<file path="config.mk">
export PLATFORM = sky130hd
export DESIGN_NAME = cnn_uart_tx_flat
export DESIGN_NICKNAME = d
export VERILOG_FILES = /design/src/rtl/cnn_uart_pkg.sv /design/src/rtl/cnn_uart_tx_if.sv /design/src/rtl/cnn_uart_tx.sv /design/src/flat_wrapper.sv
export SDC_FILE = /design/constraint.sdc
export NUM_CORES = 1
export LEC_CHECK = 0
export CORE_ASPECT_RATIO = 1.5
export CORE_MARGIN = 3
export CORE_UTILIZATION = 55
export CTS_BUF_LIST = sky130_fd_sc_hd__clkbuf_16
export DETAILED_ROUTE_END_ITERATION = 8
export PLACE_DENSITY = 0.78
export SETUP_SLACK_MARGIN = 0.5
export SLEW_MARGIN = 10
export SYNTH_ARGS = -nofsm -noshare
export SYNTH_HDL_FRONTEND = slang
export SYNTH_SLANG_ARGS = --single-unit
</file>
<file path="constraint.sdc">
create_clock -name clk -period 2 [get_ports clk]
set_input_delay 0.4 -clock clk [delete_from_list [all_inputs] [get_ports clk]]
set_output_delay 0.4 -clock clk [all_outputs]
set_load 0.01 [all_outputs]
</file>
<file path="src/rtl/cnn_uart_pkg.sv">
// rtl/cnn_uart_pkg.sv - shared constants and state type for the CNN result UART
package cnn_uart_pkg;
  localparam int DEFAULT_BAUD_DIV = 434;
  localparam int FRAME_BITS       = 10;
  localparam int DATA_W           = 8;

  typedef enum logic {
    IDLE = 1'b0,
    XMIT = 1'b1
  } tx_state_t;
endpackage

</file>
<file path="src/rtl/cnn_uart_tx_if.sv">
// rtl/cnn_uart_tx_if.sv - trmt/tx_data request and TX/bsy/tx_done status between CNN core and UART
interface cnn_uart_tx_if;
  import cnn_uart_pkg::*;

  logic              trmt;
  logic [DATA_W-1:0] tx_data;
  logic              TX;
  logic              bsy;
  logic              tx_done;

  modport master (output trmt, output tx_data, input TX, input bsy, input tx_done);
  modport slave  (input trmt, input tx_data, output TX, output bsy, output tx_done);
endinterface

</file>
<file path="src/rtl/cnn_uart_tx.sv">
// rtl/cnn_uart_tx.sv - 8N1 UART transmitter returning the CNN classification byte
module cnn_uart_tx
  import cnn_uart_pkg::*;
#(
  parameter int BAUD_DIV = DEFAULT_BAUD_DIV
) (
  input  logic          clk,
  input  logic          rst,
  cnn_uart_tx_if.slave  io
);

  localparam int             CW        = (BAUD_DIV > 1) ? $clog2(BAUD_DIV) : 1;
  localparam logic [CW-1:0]  BAUD_LAST = CW'(BAUD_DIV - 1);
  localparam logic [3:0]     LAST_BIT  = 4'(FRAME_BITS - 1);

  tx_state_t               state_q, state_d;
  logic [FRAME_BITS-1:0]   shift_q, shift_d;
  logic [CW-1:0]           baud_q, baud_d;
  logic [3:0]              bit_q, bit_d;
  logic                    tx_q, tx_d;
  logic                    bsy_q, bsy_d;
  logic                    done_q, done_d;

  always_comb begin
    state_d = state_q;
    shift_d = shift_q;
    baud_d  = baud_q;
    bit_d   = bit_q;
    tx_d    = tx_q;
    bsy_d   = bsy_q;
    done_d  = done_q;
    unique case (state_q)
      IDLE: begin
        if (io.trmt) begin
          shift_d = {1'b1, io.tx_data, 1'b0};
          baud_d  = '0;
          bit_d   = '0;
          done_d  = 1'b0;
          bsy_d   = 1'b1;
          tx_d    = 1'b0;
          state_d = XMIT;
        end
      end
      XMIT: begin
        if (baud_q == BAUD_LAST) begin
          baud_d  = '0;
          shift_d = {1'b1, shift_q[FRAME_BITS-1:1]};
          bit_d   = bit_q + 4'd1;
          tx_d    = shift_q[1];
          // End of stop bit: completion wins over any trmt seen this cycle
          if (bit_q == LAST_BIT) begin
            state_d = IDLE;
            bsy_d   = 1'b0;
            done_d  = 1'b1;
            tx_d    = 1'b1;
          end
        end else begin
          baud_d = baud_q + CW'(1);
        end
      end
    endcase
  end

  always_ff @(posedge clk or posedge rst) begin
    if (rst) begin
      state_q <= IDLE;
      shift_q <= '1;
      baud_q  <= '0;
      bit_q   <= '0;
      tx_q    <= 1'b1;
      bsy_q   <= 1'b0;
      done_q  <= 1'b0;
    end else begin
      state_q <= state_d;
      shift_q <= shift_d;
      baud_q  <= baud_d;
      bit_q   <= bit_d;
      tx_q    <= tx_d;
      bsy_q   <= bsy_d;
      done_q  <= done_d;
    end
  end

  assign io.TX      = tx_q;
  assign io.bsy     = bsy_q;
  assign io.tx_done = done_q;

endmodule

</file>
<file path="src/flat_wrapper.sv">
// flat-port wrapper written by rule: the top's interface ports become plain ports
module cnn_uart_tx_flat import cnn_uart_pkg::*;
#(
  parameter int BAUD_DIV = DEFAULT_BAUD_DIV
)
  (clk, rst, io_trmt, io_tx_data, io_TX, io_bsy, io_tx_done);
  cnn_uart_tx_if io_i ();
  input  logic clk;
  input  logic rst;
  input wire logic [$bits(io_i.trmt)-1:0] io_trmt;
  input wire logic [$bits(io_i.tx_data)-1:0] io_tx_data;
  output wire logic [$bits(io_i.TX)-1:0] io_TX;
  output wire logic [$bits(io_i.bsy)-1:0] io_bsy;
  output wire logic [$bits(io_i.tx_done)-1:0] io_tx_done;
  assign io_i.trmt = io_trmt;
  assign io_i.tx_data = io_tx_data;
  assign io_TX = io_i.TX;
  assign io_bsy = io_i.bsy;
  assign io_tx_done = io_i.tx_done;
  cnn_uart_tx #(.BAUD_DIV(BAUD_DIV)) u_core (.clk(clk), .rst(rst), .io(io_i));
endmodule
</file>
# Word level (Yosys, flattened, before mapping)
# Index checks and enable logic that the tools add are counted.
dict set report word_totals {
  reg_bits 27
  latchBits 0
  ram_bits 0
  mem_bits_ro 0
  out_inout_bits 3
  elab_cells 41
  mem_count 0
}
dict set report classes {
  n_addsub 2
  mul 0
  div 0
  order_cmp 0
  n_eq_ne 5
  shifts 0
  mux 24
  bitwise_logic 1
  reduce_logical 2
}
# cell n
set op_table {}
lappend op_table {{$mux 10} 2}
lappend op_table {{$pmux 10 s2} 1}
lappend op_table {{$mux 9} 2}
lappend op_table {{$pmux 9 s2} 1}
lappend op_table {{$mux 1} 11}
lappend op_table {{$add 9x1->9 const B} 1}
lappend op_table {{$eq 9x9->1 const B} 1}
lappend op_table {{$mux 4} 2}
lappend op_table {{$pmux 1 s2} 4}
lappend op_table {{$pmux 4 s2} 1}
lappend op_table {{$ne 2x2->1 const B} 3}
lappend op_table {{$add 4x1->4 const B} 1}
lappend op_table {{$eq 4x4->1 const B} 1}
lappend op_table {{$reduce_and 3->1} 1}
lappend op_table {{$reduce_and 2->1} 1}
lappend op_table {{$not 1->1} 1}

# Depth between registers and ports, before layout
dict set report logic_depth {
  ltp_word 4
  ltp_mapped 6
  ltp_nobuf 5
}

# Least setup slack after synthesis
# No wires, ideal clock.
dict set report synth_timing {
  path_type {register to register}
  startpoint {reg u_core.baud_q[1]}
  endpoint {reg u_core.shift_q[1]}
  arrival_time_ps 1500
  required_time_ps 1919
  setup_slack_ps 420
  stages_incl_launch_ff 7
  path_buffers 1
  synth_period_minus_slack_ps 1580
  path_cell_list {dfrtp_1 > inv_1 > ha_1 > nand4bb_4 > or3_1 > buf_6 > o221a_1}
}
dict set report synth_between {
  elab_chain_cells 3
}
# item line
set synth_rtl {}
lappend synth_rtl {{from (decl)} cnn_uart_tx.sv:18} ;# logic [CW-1:0] baud_q, baud_d;
lappend synth_rtl {{from (signal assigned)} cnn_uart_tx.sv:76} ;# baud_q <= baud_d;
lappend synth_rtl {{$eq 9x9->1} cnn_uart_tx.sv:45} ;# if (baud_q == BAUD_LAST) begin
lappend synth_rtl {{$ne 2x2->1 (no source line)} --}
lappend synth_rtl {{$reduce_and 2->1 (no source line)} --}
lappend synth_rtl {{to (signal assigned)} cnn_uart_tx.sv:75} ;# shift_q <= shift_d;
lappend synth_rtl {{to (decl)} cnn_uart_tx.sv:17} ;# logic [FRAME_BITS-1:0] shift_q, shift_d;
# Every way passes these cells.
# A chain may end at the register's enable or synchronous reset.

# Worst setup path in the final report
dict set report layout_timing {
  startpoint {reg u_core.baud_q[1]}
  endpoint {reg u_core.shift_q[5]}
}
# Same word-level chain as after synthesis.

==> impl_metrics.tcl <==
set metrics [dict create \
    netlist_area_um2 1300 \
    ys_ff_latch 25 \
    status "finished clean" \
    cts.sinks 25 \
    r2r_slack_ps 360 \
    synth_compound_area_share_pct 17.4 \
    grt_pass1_vias 1137 \
    yosysWarningCount 0 \
    cts_hold_buf 0 \
    critPathTopFamily "simple AND/OR/NAND/NOR gates" \
    drive_gt1_share_pct 25.5 \
    cts_buffers 3 \
    grt_pass1_wl_um 5070 \
    post-route-period-util_pct 81.8 \
    worstMarginPinSlew_ps 334 \
    fmax_mhz 611 \
    crit_slowest_cell "dfrtp_1" \
    cts_buffer_depth 2 \
    synth_cell_types 32 \
    cts_htree_levels 1 \
    crit_path_max_incr_delay_ps 390 \
    vias 1056 \
    hpwl_um 1950 \
    viasPerCell 6.29 \
    hold_class "reg -> reg" \
    powerDensity_nw_per_um2 922 \
    synth_ff_type "dfrtp_1" \
    critPathBufInv 2 \
    synthAdderAreaFrac_pct 3.84 \
    async_flop_share_pct 100 \
    setup_viol 0 \
    start_util_pct 58.3 \
    rsz0062_at_grt "yes" \
    rows 21 \
    area_growth_pct 29.6 \
    core_area_um2 2230 \
    leakagePower_nw 0.690 \
    route.detailed.wl_per_inst_um 19.0 \
    utilization_pct 75.6 \
    drc 0 \
    synth-edff-count 0 \
    finalClockSkew_ps 1.83 \
    dr.pass1.iters 5 \
    slew_violations 0 \
    synth_fp_nets 133 \
    critical_path_class "reg -> reg" \
    cp_max_fo 5 \
    synth.area.mux_share_pct 3.84 \
    wl_um 3190 \
    drtAntennaViolNets 0 \
    synthSimpleGateAreaFrac_pct 22.4 \
    ir_drop_uv 843 \
    cts_tree "yes" \
    drv_cap 0 \
    finalHoldViolCount 0 \
    dieArea_um2 3000 \
    die_y_um 65.6 \
    initialDrtViolationCount 31 \
    grt.overflow.total 0 \
    antenna_found_initial 0 \
    worstPathRequired_ps 2180 \
    fin_nets 161 \
    crit_path_start_kind "flip-flop" \
    slew_headroom_pct 77.7 \
    chipWidth_um 45.7 \
    synth_xor_area_share_pct 0.672 \
    setup_tns_ps 0 \
    crit_path_end_kind "flip-flop" \
    avgSynthCellArea_um2 11.0 \
    synth-seq-area-share_pct 48.9 \
    arrival_ps 1820 \
    clk-insertion-delay-late_ps 250 \
    synth_top_family_by_area "simple AND/OR/NAND/NOR gates" \
    critical_path.cell_chain "inv_2 -> ha_4 -> nand4bb_4 -> buf_6 -> or3_4 -> o221a_1" \
    pin_count 14 \
    min_period_ps 1640 \
    grt_max_degree 26 \
    clk_pin_slew_worst_paths_ps 60 \
    clockRootBuffer "clkbuf_16" \
    port_buffers 13 \
    syn_inst 118 \
    place_congestion 0.755 \
    n_antenna_cell 0 \
    grt_use_total_pct 23.4 \
]
==> routing by layer <==
| layer | routed length (µm) | global-route usage [%] | vias up |
|---|---|---|---|
| li1 | - | - | 499 |
| met4 | 95 | 15.7 | 0 |
| met5 | 0 | 0 | - |
| met3 | 99 | 1.37 | 9 |
| met2 | 1840 | 43.0 | 21 |
| met1 | 1160 | 23.6 | 527 |
==> report_power, final <==
part	total [mW]	switching, mW	leakage [nW]	internal, mW
clock	0.433	0.166	0.0423	0.267
combinational	0.345	0.150	0.359	0.195
sequential	0.778	0.153	0.288	0.625
total	1.56	0.469	0.690	1.09
==> path summary, 6_finish.rpt <==
kind / start / to / cells past startpoint
min in group asynchronous: rst / u_core.bit_q[1] / 3
max in group asynchronous: rst / u_core.shift_q[1] / 3
worst min register to register: u_core.bit_q[3] / u_core.bit_q[3] / 1
worst min-delay path: u_core.bit_q[3] / u_core.bit_q[3] / 1
worst max register to register: u_core.baud_q[1] / u_core.shift_q[5] / 6
worst max-delay path: u_core.baud_q[1] / u_core.shift_q[5] / 6
==> repair_timing <==
| item | CTS | global route |
|---|---|---|
| cloned | 1 | 0 |
| resized for setup | 15 | 4 |
| buffers inserted | 7 | 0 |
| setup endpoints to repair | 15 | 15 |
| pin swaps | 5 | 3 |
==> state kept, by name (all words and copies together), names as in the netlist <==
signal / count
u_core.io.tx_done: 1
u_core.shift_q: 8
u_core.state_q: 1
u_core.bit_q: 4
u_core.io.TX: 1
u_core.baud_q: 9
u_core.io.bsy: 1
==> Yosys cell counts (2+ instances only) <==
| cell | instances | area share [%] |
|---|---|---|
| dfrtp_1 | 16 | 31 |
| nand2_1 | 14 | 4.0 |
| dfstp_2 | 9 | 18 |
| nand2b_1 | 9 | 4.3 |
| o21ai_0 | 8 | 3.1 |
| o221a_1 | 7 | 6.1 |
| inv_1 | 5 | 1.4 |
| mux2i_1 | 5 | 3.8 |
| o211ai_1 | 5 | 2.9 |
| ha_1 | 4 | 3.8 |
| nand3_1 | 4 | 1.5 |
| nor2_1 | 4 | 1.2 |
| or4_1 | 4 | 2.3 |
| nand4_1 | 3 | 1.4 |
| a31oi_1 | 2 | 0.96 |
| nor2b_1 | 2 | 0.96 |
| or3_1 | 2 | 0.96 |
==> logic make-up after synthesis <==
kind of cell | after synthesis
XOR/XNOR | 1
AO/OA/AOI/OAI | 28
buffers and inverters | 8
multiplexers | 5
adder cells (fa/ha/maj) | 4
flip-flops | 25
AND/OR/NAND/NOR | 47
==> stage by stage <==
stage	std cells	total power [mW]	setup slack, ps	instance area, µm²	hold slack, ps
after global routing	168	1.63	308	1690	504
after floorplan	118	0.950	420	1300	421
after global placement	156	1.02	316	1480	460
after detailed placement	156	1.04	257	1480	472
after CTS	168	1.55	372	1670	480
final	168	1.56	364	1690	483
==> cells in the final DEF (no fill, tap or decap), types with 2 or more instances in the layout <==
master / instances
buf_6: 4
clkdlybuf4s50_1: 10
a31oi_1: 2
or3_4: 2
nand3_1: 3
o221a_1: 7
ha_1: 2
or4_1: 3
mux2i_1: 5
dlygate4sd2_1: 3
o211ai_1: 5
nand2b_1: 9
dfstp_2: 9
ha_4: 2
nor2_1: 4
clkbuf_16: 3
dfrtp_1: 16
inv_1: 5
buf_4: 8
nand4_1: 3
nor2b_1: 2
nand2_1: 14
o21ai_0: 8
==> layout make-up <==
type                       instances  area (µm²)
sequential                        25         637
clock buffer                       3        75.1
fill                             161         546
timing repair buffer              25         231
clock inverter                     1        3.75
multi-input combinational         86         693
tap                               23        28.8
inverter                           5        18.8
No activity file was read; power rests on OpenSTA's default activity.
